==> config.mk <==
export PLATFORM = sky130hd
export DESIGN_NAME = dvi_rx_tmds_aligner
export DESIGN_NICKNAME = d
export VERILOG_FILES = /design/src/rtl/dvi_tmds_pkg.sv /design/src/rtl/dvi_rx_tmds_decode.sv /design/src/rtl/dvi_rx_tmds_aligner.sv
export SDC_FILE = /design/constraint.sdc
export NUM_CORES = 1
export LEC_CHECK = 0
export CAP_MARGIN = 40
export CORE_MARGIN = 2
export CORE_UTILIZATION = 62
export CTS_CLUSTER_DIAMETER = 200
export DETAILED_ROUTE_END_ITERATION = 8
export PLACE_DENSITY = 0.89
export RECOVER_POWER = 100
export SYNTH_ARGS = -nofsm -noshare
export SYNTH_HDL_FRONTEND = slang
export SYNTH_SLANG_ARGS = --single-unit
==> constraint.sdc <==
create_clock -name pixel_clock -period 5.8 [get_ports pixel_clock]
set_input_delay 1.16 -clock pixel_clock [delete_from_list [all_inputs] [get_ports pixel_clock]]
set_output_delay 1.16 -clock pixel_clock [all_outputs]
set_load 0.05 [all_outputs]
==> src/rtl/dvi_tmds_pkg.sv <==
// ---------------------------------------------------------------------------
// dvi_tmds_pkg
// Shared definitions for the DVI receive TMDS word aligner and decoder:
//   - the four TMDS control-token code words (the only symbols that can be
//     used to find word boundaries in a deserialized stream)
//   - the aligner FSM state type and its state encodings
//   - helpers for token classification and counter sizing
// ---------------------------------------------------------------------------
package dvi_tmds_pkg;

    // Control tokens, named by the {c1, c0} value they carry.
    localparam logic [9:0] CTRL_TOKEN_00 = 10'h354;
    localparam logic [9:0] CTRL_TOKEN_01 = 10'h0AB;
    localparam logic [9:0] CTRL_TOKEN_10 = 10'h154;
    localparam logic [9:0] CTRL_TOKEN_11 = 10'h2AB;

    // Aligner FSM state.
    typedef logic [0:0] aligner_state_t;
    localparam aligner_state_t ST_SEARCH = 1'b0;
    localparam aligner_state_t ST_LOCKED = 1'b1;

    function automatic logic is_ctrl_token(input logic [9:0] word);
        return (word == CTRL_TOKEN_00) || (word == CTRL_TOKEN_01) ||
               (word == CTRL_TOKEN_10) || (word == CTRL_TOKEN_11);
    endfunction

    // Width of a counter that must hold 0 .. limit-1; never narrower than 1 bit.
    function automatic int unsigned cnt_width(input int unsigned limit);
        return (limit < 2) ? 1 : $clog2(limit);
    endfunction

endpackage

==> src/rtl/dvi_rx_tmds_decode.sv <==
// ---------------------------------------------------------------------------
// dvi_rx_tmds_decode
// TMDS symbol decoder for one DVI channel. Only built when
// DVI_RX_TMDS_DECODE_EN is defined.
//
// Ports:
//   pixel_clock  in   clock, rising edge
//   reset        in   synchronous, active-high
//   tmds_word    in   10-bit word-aligned TMDS symbol, bit 0 earliest
//   data         out  decoded video byte (holds during control periods)
//   c0, c1       out  control bits from the last control token (hold during video)
//   de           out  1 for video symbols, 0 for control tokens
// All outputs are registered: one cycle after tmds_word.
// ---------------------------------------------------------------------------
`ifdef DVI_RX_TMDS_DECODE_EN
module dvi_rx_tmds_decode
    import dvi_tmds_pkg::*;
(
    input  logic       pixel_clock,
    input  logic       reset,
    input  logic [9:0] tmds_word,
    output logic [7:0] data,
    output logic       c0,
    output logic       c1,
    output logic       de
);

    logic [7:0] data_q, data_d;
    logic       c0_q, c0_d;
    logic       c1_q, c1_d;
    logic       de_q, de_d;

    // Bits 7:0 with the transmitter's DC-balance inversion (bit 9) undone.
    logic [7:0] qm;
    assign qm = tmds_word[9] ? ~tmds_word[7:0] : tmds_word[7:0];

    always_comb begin
        // NOTE: every signal assigned here gets a default first; a path that leaves one unassigned would infer a latch.
        data_d = data_q;
        c0_d   = c0_q;
        c1_d   = c1_q;
        de_d   = 1'b1;
        case (tmds_word)
            CTRL_TOKEN_00: begin {c1_d, c0_d} = 2'b00; de_d = 1'b0; end
            CTRL_TOKEN_01: begin {c1_d, c0_d} = 2'b01; de_d = 1'b0; end
            CTRL_TOKEN_10: begin {c1_d, c0_d} = 2'b10; de_d = 1'b0; end
            CTRL_TOKEN_11: begin {c1_d, c0_d} = 2'b11; de_d = 1'b0; end
            default: begin
                // Undo the transition-minimising chain: bit 8 selects XOR vs XNOR.
                data_d[0] = qm[0];
                for (int i = 1; i < 8; i++) begin
                    data_d[i] = tmds_word[8] ? (qm[i] ^ qm[i-1]) : ~(qm[i] ^ qm[i-1]);
                end
            end
        endcase
    end

    always_ff @(posedge pixel_clock) begin
        // NOTE: non-blocking assignments make every register capture pre-edge values, independent of statement order.
        if (reset) begin
            data_q <= '0;
            c0_q   <= 1'b0;
            c1_q   <= 1'b0;
            de_q   <= 1'b0;
        end else begin
            data_q <= data_d;
            c0_q   <= c0_d;
            c1_q   <= c1_d;
            de_q   <= de_d;
        end
    end

    assign data = data_q;
    assign c0   = c0_q;
    assign c1   = c1_q;
    assign de   = de_q;

endmodule
`endif

==> src/rtl/dvi_rx_tmds_aligner.sv <==
// ---------------------------------------------------------------------------
// dvi_rx_tmds_aligner
// Finds the 10-bit symbol boundary in a deserialized DVI/TMDS channel by
// hunting for runs of control tokens, slipping the word offset one bit at a
// time until a run is found, then holding that offset while tokens keep
// appearing.
//
// Parameters:
//   LOCK_TOKENS     consecutive control tokens needed to declare lock
//   SEARCH_TIMEOUT  cycles spent at one offset before slipping
//   LOSS_TIMEOUT    token-free cycles tolerated while locked
//
// Ports:
//   pixel_clock   in   clock, rising edge
//   reset         in   synchronous, active-high
//   raw_word      in   unaligned deserialized word, bit 0 received earliest
//   aligned_word  out  aligned symbol, bit 0 earliest (2 cycles after raw_word)
//   locked        out  alignment achieved
//   bit_offset    out  current slip offset, 0..9
//   slip_pulse    out  one-cycle strobe on each offset change
//
// Optional build: define DVI_RX_TMDS_DECODE_EN to add the TMDS decoder
// outputs data[7:0], c0, c1, de (3 cycles after raw_word).
// ---------------------------------------------------------------------------
module dvi_rx_tmds_aligner
    import dvi_tmds_pkg::*;
#(
    parameter int unsigned LOCK_TOKENS    = 8,
    parameter int unsigned SEARCH_TIMEOUT = 4096,
    parameter int unsigned LOSS_TIMEOUT   = 65536
) (
    input  logic       pixel_clock,
    input  logic       reset,
    input  logic [9:0] raw_word,
    output logic [9:0] aligned_word,
    output logic       locked,
    output logic [3:0] bit_offset,
    output logic       slip_pulse
`ifdef DVI_RX_TMDS_DECODE_EN
    ,
    output logic [7:0] data,
    output logic       c0,
    output logic       c1,
    output logic       de
`endif
);

    localparam int unsigned RUN_W  = cnt_width(LOCK_TOKENS);
    localparam int unsigned TOUT_W = cnt_width(SEARCH_TIMEOUT);
    localparam int unsigned LOSS_W = cnt_width(LOSS_TIMEOUT);

    localparam logic [RUN_W-1:0]  RUN_LAST  = RUN_W'(LOCK_TOKENS - 1);
    localparam logic [TOUT_W-1:0] TOUT_LAST = TOUT_W'(SEARCH_TIMEOUT - 1);
    localparam logic [LOSS_W-1:0] LOSS_LAST = LOSS_W'(LOSS_TIMEOUT - 1);

    // Word history: raw_q is the newest word, prev_q the one before it.
    logic [9:0]  raw_q;
    logic [9:0]  prev_q;
    logic [19:0] history;
    assign history = {raw_q, prev_q};

    logic [9:0]        aligned_q;
    logic              token;
    aligner_state_t    state_q, state_d;
    logic [RUN_W-1:0]  run_q, run_d;
    logic [TOUT_W-1:0] tout_q, tout_d;
    logic [LOSS_W-1:0] loss_q, loss_d;
    logic [3:0]        offset_q, offset_d;
    logic              slip_q, slip_d;

    // Tokens are classified on the registered aligned word, so an offset
    // change is first reflected in the token decision two cycles later.
    assign token = is_ctrl_token(aligned_q);

    always_comb begin
        state_d  = state_q;
        run_d    = run_q;
        tout_d   = tout_q;
        loss_d   = loss_q;
        offset_d = offset_q;
        slip_d   = 1'b0;
        if (state_q == ST_SEARCH) begin
            loss_d = '0;
            if (token && (run_q == RUN_LAST)) begin
                // Completing the run wins over a simultaneous timeout.
                state_d = ST_LOCKED;
                run_d   = '0;
                tout_d  = '0;
            end else if (tout_q == TOUT_LAST) begin
                offset_d = (offset_q == 4'd9) ? 4'd0 : offset_q + 4'd1;
                slip_d   = 1'b1;
                run_d    = '0;
                tout_d   = '0;
            end else begin
                tout_d = tout_q + 1'b1;
                run_d  = token ? run_q + 1'b1 : '0;
            end
        end else begin
            if (token) begin
                loss_d = '0;
            end else if (loss_q == LOSS_LAST) begin
                // Offset is kept: the search resumes from where lock was lost.
                state_d = ST_SEARCH;
                loss_d  = '0;
                run_d   = '0;
                tout_d  = '0;
            end else begin
                loss_d = loss_q + 1'b1;
            end
        end
    end

    always_ff @(posedge pixel_clock) begin
        if (reset) begin
            raw_q     <= '0;
            prev_q    <= '0;
            aligned_q <= '0;
            state_q   <= ST_SEARCH;
            run_q     <= '0;
            tout_q    <= '0;
            loss_q    <= '0;
            offset_q  <= '0;
            slip_q    <= 1'b0;
        end else begin
            raw_q     <= raw_word;
            prev_q    <= raw_q;
            aligned_q <= history[offset_q +: 10];
            state_q   <= state_d;
            run_q     <= run_d;
            tout_q    <= tout_d;
            loss_q    <= loss_d;
            offset_q  <= offset_d;
            slip_q    <= slip_d;
        end
    end

    assign aligned_word = aligned_q;
    assign locked       = (state_q == ST_LOCKED);
    assign bit_offset   = offset_q;
    assign slip_pulse   = slip_q;

`ifdef DVI_RX_TMDS_DECODE_EN
    dvi_rx_tmds_decode u_decode (
        .pixel_clock (pixel_clock),
        .reset       (reset),
        .tmds_word   (aligned_q),
        .data        (data),
        .c0          (c0),
        .c1          (c1),
        .de          (de)
    );
`endif

endmodule

==> metrics.txt, run 1 <==
htree depth=3; post-CTS sizing=0; antenna violations before repair=0; Crit. End Element=flip-flop; Synth top area share=40.2%; leakage=1.36 nW; # setup viols final=0; detailed placer's ending HPWL=4640 um; vias in the first global route=2491; post-synthesis adder-cell area fraction=1.50%; Hold Path End=loss_q[0]; area of the mapped netlist=0.00333 sq mm; Area Overhead vs Synth=12.9%; commonest non-fill, non-tap cell in the layout=dfxtp_1; Synth Area in Compound Gates=9.12%; NumNets Final=364; leading area contributor after synthesis=dfxtp_1; GR Util met3=4.77%; final WL=6550 um; TritonCTS clock tree=yes; Setup crit start kind=primary input; r2r endpoint=tout_q[5]; main combinational cell family by area after synthesis=simple AND/OR/NAND/NOR gates; DRC viols=0; Crit Path Class=in2reg; vias per cell=6.00; violations in the final reports=capacitance limit, slew limit; Min-Delay Path Depth=1; syn nets=341; Slew Limit Fails=41; ANT nets after route=0; Starting DRT DRC Count=171; cts bufs inserted=9; Max FO, Critical Path=40; layout cells sized above 1=14.2%; hold_sp=loss_q[0]; fraction of registers with async set/reset=0%; WL/cell=15.6 um; largest net degree at the start of global routing=41; met2 Usage GRT=41.8%; RSZ-0062 raised after global routing=no; Setup Skew=0.0110 ns; hold crit path type=reg2reg; Bufs on Longest Clock Path=2; drt first pass iters=5; Worst Tran Pin Value=1.67 ns; worst reg-to-reg setup slack=3.19 ns; clk sink count=67; power share of the clock group=38.9%; die height=77.3 um; Sw Pwr=0.202 mW; busiest layer in global routing=met2; Pwr Density=231 mW/mm^2; Simple-Gate Fraction of Synth Area=26.1%; max_slew headroom=-11.6%; hold violation total from the final report=0; peak supply drop=0.238 mV; library cells used by synthesis=54; Final period util=66.8%; Rows=26; Max Cap Viol=1; worst endpoint required time=6.04 ns; sequential share of power=55.2%; top_reg_cell synth=dfxtp_1; multiplexer share of the synthesized area=15.1%; Period minus WS final=3.87 ns; CTS Hold Bufs=0; cells after synthesis=325; GP Congestion=0.859; die footprint=0.00598 sq mm; xor and xnor fraction of the mapped netlist area=4.47%; register area share after synthesis=40.2%; fillers=386; TNS Setup=0 ns; top cells by area, synth=dfxtp_1, mux4_2, nor2b_1; port buffer count=27; commonest non-fill, non-tap cells in the layout=dfxtp_1, nor2_1, nor2b_1; All-Layer GR Usage=24.3%; met1 Use GR=28.5%; Post CTS Setup Buffer Count=0; Clock Latency Late Sink=0.34 ns; chip width=77.3 um; diode count=0; Core Footprint=0.00514 sq mm; Mean Syn Cell Area=10.3 sq um; status=complete, but fails checks; Starting Density=64.9%; DR vias=2528; Ys Warns=0; num ports=28; Internal=0.668 mW; Worst-path clk slew=0.07 ns; Peak Freq=0.258 GHz; Logic pwr share=5.9%; number of synthesized flops with an enable pin=0; Critical Path AT=4.11 ns; Pwr Total=0.870 mW; gr ovfl total=0; R2R cell count=7; root buffer cell=clkbuf_8; first-pass GRT wire length=11400 um; r2r startpoint=run_q[0]; switching part of the total=23.2%; #FFs+latches synth=67
## synthesized netlist by cell type (3+ instances only)
master and instances:
mux4_2 14, nand2_1 12, and4_1 4, inv_1 3
a211oi_1 9, a211o_1 4, mux2i_1 11, buf_4 7
clkbuf_1 8, nand4_1 4, and3_1 5, mux2_2 7
nand2b_1 4, xor2_1 6, nor3_1 7, nor2b_1 27
nor4_1 4, xnor2_1 11, a21oi_1 9, nand3b_1 3
a22o_1 6, nor2_1 41, dfxtp_1 67, nand3_1 14
ha_1 4
## worst max-delay path: stages
cell and delay (ns):
dlygate4sd3_1 0.52, clkbuf_1 1.20, nor2b_1 0.31, and2_0 0.48, a221o_1 0.43
## flip-flops by register name (all words and copies together), names as in the netlist
register / cells
loss_q: 16
tout_q: 12
aligned_word: 10
prev_q: 10
raw_q: 10
bit_offset: 4
run_q: 3
locked: 1
slip_pulse: 1
## how the worst max path moves through the flow
stage	from	to	slack, ns	cells after the start
6_report	reset	tout_q[10]	1.93	5
5_1_grt	reset	tout_q[10]	1.62	5
4_1_cts	bit_offset[2]	bit_offset[2]	2.47	1
3_5_place_dp	reset	run_q[0]	2.71	5
3_3_place_gp	reset	run_q[0]	2.74	5
2_1_floorplan	reset	run_q[0]	3.56	4
## cell families after synthesis
logic type      after synthesis
simple gates                144
flops                        67
buf+inv                      21
fa+ha+maj                     4
xor+xnor                     17
compound gates               40
mux                          32
## layer usage
| layer | vias to the layer above | wire length, um |
|---|---|---|
| li1 | 1226 | - |
| met1 | 1222 | 2730 |
| met2 | 68 | 3350 |
| met3 | 12 | 300 |
| met4 | 0 | 166 |
| met5 | - | 0 |
## per-stage QoR
step / utilization [%] / cell area, sq um / worst slack (ns) / instances / hold slack [ns]
5_1_grt: 73.2 / 3760 / 1.62 / 421 / 0.486
3_5_place_dp: 70.3 / 3610 / 2.71 / 407 / 0.452
2_1_floorplan: - / 3330 / 3.56 / 325 / 0.430
6_report: 73.2 / 3760 / 1.93 / 421 / 0.465
4_1_cts: 73.5 / 3780 / 2.47 / 421 / 0.468
3_3_place_gp: 70.3 / 3610 / 2.74 / 407 / 0.444
## power by group through the flow
stage / clock (mW) / sequential [mW] / combinational (mW)
2_1_floorplan: 0 / 0.494 / 0.0288
3_3_place_gp: 0 / 0.490 / 0.0498
3_5_place_dp: 0 / 0.491 / 0.0514
4_1_cts: 0.343 / 0.480 / 0.0520
5_1_grt: 0.364 / 0.482 / 0.0554
6_report: 0.338 / 0.480 / 0.0510
## area by class of cell
class                           count  area (sq um)  share of cell area, %
Clock buffer                       11           151                   4.02
Clock inverter                      3          15.0                  0.399
Inverter                            3          11.3                  0.299
Multi-Input combinational cell    237          1870                   49.7
Sequential cell                    67          1340                   35.6
Tap cell                           70          87.6                   2.33
Timing Repair Buffer               30           289                   7.68
(Power assumes the default switching activity.)
==> inputs of run 2 (changes only) <==
Settings changed: CORE_UTILIZATION 62 to 58, PLACE_DENSITY 0.89 to 0.84.
Clock period 5.8 ns to 3.8 ns, I/O delays scaled along.
==> run 2 against run 1 <==
Effect of this change:
- the run now ends clean
- via count up 0.75%
- register-to-register slack worse by 1.9 ns
- routed wire length down 5.2%
- worst setup slack got worse by 0.92 ns
- die area is 6.5% higher
- highest routed layer unchanged
==> metrics.txt, run 2 (same netlist as run 1, synthesis figures left out) <==
status=finished clean; Buf/Inv on CP=2 (unchanged); Clock Latency Late Sink=0.34 ns (about the same); leakage=1.36 nW (+0.63%); post-layout util=67.9% (-5.4 points); antenna violations before repair=0 (unchanged); post-CTS sizing=0 (unchanged); Starting DRT DRC Count=129 (-25%); CTS Hold Bufs=0 (unchanged); cts bufs inserted=9 (unchanged); root buffer cell=clkbuf_8; Crit. End Element=flip-flop; peak supply drop=0.269 mV (+13%); Setup crit start kind=primary input; Max stage delay on crit path=1.06 ns (-0.14 ns); FF/Latch Area=0.00134 sq mm (unchanged); largest net degree at the start of global routing=40 (-2.4%); Max FO, Critical Path=39 (-2.5%); Critical Path AT=3.07 ns (-1.04 ns); placed cell area=0.00363 sq mm (+0.49%); Pwr Density=350 mW/mm^2 (+52%); Final Instance Area=0.00376 sq mm (-0.13%); Slew Limit Fails=0 (-100%); vias in the first global route=2395 (-3.9%); worst path cell trace=dlygate4sd3_1 -> buf_4 -> nor4_1 -> and4_1 -> a211o_1; die height=79.8 um (+3.2%); Period minus WS final=2.79 ns; commonest non-fill, non-tap cell in the layout=dfxtp_1; ANT nets after route=0 (unchanged); DR vias=2547 (+0.75%); Area Overhead vs Synth=12.8%; CP delay by family, top=simple AND/OR/NAND/NOR gates; NumNets Final=366 (+0.55%); Top Registers=loss_q (16), tout_q (12); Rows=27 (+3.8%); final WL=6210 um (-5.2%); Worst-path clk slew=0.07 ns (about the same); Max Cap Viol=0 (-1); port buffer count=27 (unchanged); TNS Setup=0 ns (unchanged); clk sink count=67 (unchanged); chip width=79.8 um (+3.2%); Core Footprint=0.00554 sq mm (+7.8%); max_slew headroom=16.7% (+28 points); Crit Path Class=in2reg; area of the multi-input gates=0.00184 sq mm (-1.5%); Post CTS Setup Buffer Count=0 (unchanged); Worst Tran Pin Value=1.24 ns (-0.436 ns); diode count=0 (unchanged); layout cells sized above 1=13.8% (-0.40 points); first-pass GRT wire length=11000 um (-4.1%); Layout Cells excl Fill=426 (+1.2%); Pwr Total=1.32 mW (+51%); Final period util=73.5%; Largest register FFs=16 (unchanged); hold_ws=0.469 ns (+0.00397 ns); slowest CP cell=nor4_1; Peak Freq=0.358 GHz; GP Congestion=0.869 (+1.2%); hold violation total from the final report=0 (unchanged); detailed placer's ending HPWL=4430 um (-4.6%); commonest non-fill, non-tap cells in the layout=dfxtp_1, nor2_1, nor2b_1; htree depth=3 (unchanged); final worst slack=1.01 ns (-0.919 ns); Top reg by flops=loss_q; RSZ-0062 raised after global routing=no; DRC viols=0 (unchanged); WL/cell=14.6 um (-6.3%); # placed instances=411 (+0.98%); drt first pass iters=4 (-1); TritonCTS clock tree=yes; die footprint=0.00637 sq mm (+6.5%); Setup Skew=0.00932 ns (-0.00170 ns); Bufs on Longest Clock Path=2 (unchanged); Starting Density=60.2% (-4.7 points); vias per cell=5.98 (-0.43%); All-Layer GR Usage=22.1% (-2.1 points); # setup viols final=0 (unchanged); fillers=440 (+14%); worst endpoint required time=4.08 ns (-1.96 ns); num ports=28 (unchanged); Placement Setup Slack=1.21 ns (-1.50 ns); gr ovfl total=0 (unchanged); hold crit path type=reg2reg
run 2: area by class of cell:
class | count | area share, %
multi-input combinational | 237 | 49.0
timing repair buffer | 32 | 8.19
clock inverter | 5 | 0.799
inverter | 3 | 0.300
clock buffer | 10 | 3.66
tap | 72 | 2.40
sequential | 67 | 35.7
run 2: final timing paths:
| check | startpoint | endpoint | slack, ns | depth (start not counted) |
|---|---|---|---|---|
| setup reg to reg | run_q[0] | tout_q[11] | 1.26 | 7 |
| setup / recovery | reset | tout_q[11] | 1.01 | 5 |
| hold / removal | loss_q[0] | loss_q[0] | 0.47 | 1 |
| hold reg to reg | loss_q[0] | loss_q[0] | 0.47 | 1 |
run 2: routing by layer:
metal / GRT usage, % / vias to the layer above / routed length (um)
li1: - / 1236 / -
met4: 10.3 / 0 / 163
met1: 28.2 / 1231 / 2760
met3: 4.30 / 15 / 238
met2: 36.2 / 65 / 3050
met5: 0 / - / 0
run 2: where the power goes:
part	internal [mW]	switching [mW]
Combinational	0.0395	0.0369
Sequential	0.718	0.0159
Clock	0.247	0.260
run 2: worst register-to-register path, delay by kind of cell, from the launching register on:
| kind | cells | cell delay [ns] |
|---|---|---|
| compound gates | 1 | 0.10 |
| fa+ha+maj | 2 | 0.39 |
| flops | 1 | 0.33 |
| simple gates | 4 | 1.67 |
==> inputs of run 3 (changes only) <==
Settings changed: CORE_UTILIZATION 58 to 52, PLACE_DENSITY 0.84 to 0.8.
Clock period 3.8 ns to 2.51 ns, I/O delays scaled along.
==> run 3 against run 2 <==
Effect of this change:
- routed wire length increased by 4.9%
- worst setup slack got worse by 0.78 ns
- sequential share of layout area decreased by 0.78 points
- clock skew decreased by 0.0027 ns
- sequential power increased by 51%
- sequential cell count unchanged
- utilization decreased by 6.6 points
- combinational power increased by 53%
- via count decreased by 1.7%
- critical path type is now reg2reg
- critical endpoint is now run_q[0]
- highest routed layer unchanged
==> metrics.txt, run 3 (same netlist as run 1, synthesis figures left out) <==
peak supply drop=0.430 mV (+60%); FF/Latch Area=0.00134 sq mm (unchanged); Critical Path AT=2.58 ns (-0.49 ns); Peak Freq=0.438 GHz; r2r startpoint=run_q[0]; num ports=28 (unchanged); die footprint=0.00707 sq mm (+11%); WL/cell=15.0 um (+2.8%); hold_ws=0.467 ns (-0.00264 ns); hold_sp=loss_q[0]; # placed instances=420 (+2.2%); Worst-path clk slew=0.07 ns (about the same); htree depth=3 (unchanged); Rows=29 (+7.4%); area of the multi-input gates=0.00185 sq mm (+0.68%); Clock Latency Late Sink=0.35 ns (about the same); Starting DRT DRC Count=71 (-45%); Largest register FFs=16 (unchanged); # setup viols final=0 (unchanged); Max FO, Critical Path=9 (-77%); first-pass GRT wire length=10800 um (-1.9%); Crit Path Class=reg2reg; Bufs on Longest Clock Path=2 (unchanged); Max Cap Viol=0 (unchanged); Starting Density=53.1% (-7.1 points); Layout Cells excl Fill=435 (+2.1%); hold crit path type=reg2reg; Pwr Total=2.11 mW (+61%); GP Congestion=0.869 (about the same); All-Layer GR Usage=19.4% (-2.7 points); vias per cell=5.76 (-3.7%); max_slew headroom=53.2% (+37 points); worst endpoint required time=2.80 ns (-1.28 ns); slowest CP cell=or4_1; hold violation total from the final report=0 (unchanged); TritonCTS clock tree=yes; gr ovfl total=0 (unchanged); Worst Tran Pin Value=0.701 ns (-0.537 ns); diode count=0 (unchanged); Top reg by flops=loss_q; critical path's most frequent cell=ha_1; ANT nets after route=0 (unchanged); Setup Skew=0.00660 ns (-0.00272 ns); worst path cell trace=ha_1 -> ha_1 -> nor4b_1 -> and4_1 -> or4_1 -> a211oi_2 -> mux2_2; status=finished clean; cts bufs inserted=9 (unchanged); clk sink count=67 (unchanged); placed cell area=0.00368 sq mm (+1.5%); leakage=1.40 nW (+2.2%); CTS Hold Bufs=0 (unchanged); DRC viols=0 (unchanged); Core Footprint=0.00628 sq mm (+13%); CP delay by family, top=simple AND/OR/NAND/NOR gates; antenna violations before repair=0 (unchanged); Top Registers=loss_q (16), tout_q (12); Area Overhead vs Synth=15.3%; Max stage delay on crit path=0.61 ns (-0.45 ns); vias in the first global route=2320 (-3.1%); NumNets Final=370 (+1.1%); final worst slack=0.226 ns (-0.780 ns); Setup crit start kind=flip-flop; TNS Setup=0 ns (unchanged); Pwr Density=550 mW/mm^2 (+57%); chip width=84.1 um (+5.3%); root buffer cell=clkbuf_8; largest net degree at the start of global routing=38 (-5.0%); Crit. End Element=flip-flop; commonest non-fill, non-tap cell in the layout=dfxtp_1; Final period util=91.0%; CP startpoint=run_q[0]; final WL=6520 um (+4.9%); commonest non-fill, non-tap cells in the layout=dfxtp_1, nor2_1, nor2b_1; Placement Setup Slack=0.258 ns (-0.948 ns); post-layout util=61.2% (-6.6 points); Post CTS Setup Buffer Count=0 (unchanged); post-CTS sizing=0 (unchanged); RSZ-0062 raised after global routing=no; Period minus WS final=2.28 ns; Final Instance Area=0.00384 sq mm (+2.2%); detailed placer's ending HPWL=4750 um (+7.2%); layout cells sized above 1=15.4% (+1.5 points); die height=84.1 um (+5.3%); DR vias=2504 (-1.7%); fillers=500 (+14%); drt first pass iters=4 (unchanged); port buffer count=27 (unchanged); Slew Limit Fails=0 (unchanged); Buf/Inv on CP=0 (-2)
[run 3: changes by cell type in the layout (fill, tap and decap cells not counted), moves of 2 or more]
cell / delta
clkbuf_1: +3
dlygate4sd3_1: -3
buf_12: +2
buf_4: +2
clkbuf_2: +2
clkinv_2: -2
clkinvlp_4: -2
[run 3: worst paths after layout]
kind | to | slack [ns] | cells past startpoint
setup / recovery | run_q[0] | 0.23 | 7
hold / removal | loss_q[0] | 0.47 | 1
setup reg to reg | run_q[0] | 0.23 | 7
hold reg to reg | loss_q[0] | 0.47 | 1
[run 3: final cells by class]
| cell class | instances | area share, % |
|---|---|---|
| well taps | 77 | 2.51 |
| repair buffers | 36 | 9.02 |
| inverters | 3 | 0.293 |
| flip-flops and latches | 67 | 34.9 |
| multi-input cells | 237 | 48.2 |
| clock buffers | 13 | 4.13 |
| clock inverters | 2 | 0.911 |
[run 3: metal layers]
layer  up-vias  global-route usage [%]  share of wire, %
li1       1242                       -                 -
met1      1185                    22.4                44
met2        66                    32.8                50
met3        11                    5.24               4.1
met4         0                    9.97               2.1
met5         -                       0                 0
[run 3: report_power, final]
group          switching, mW  internal (mW)
logic                 0.0564         0.0606
registers             0.0233           1.09
clock network          0.380          0.507
[run 3: worst register-to-register path: cells and delay by family, from the launching register on]
kind	cells	cell delay (ns)
AOI/OAI and AO/OA	1	0.28
muxes	1	0.20
DFF	1	0.32
and+or+nand+nor	3	1.02
adders and majority gates	2	0.40
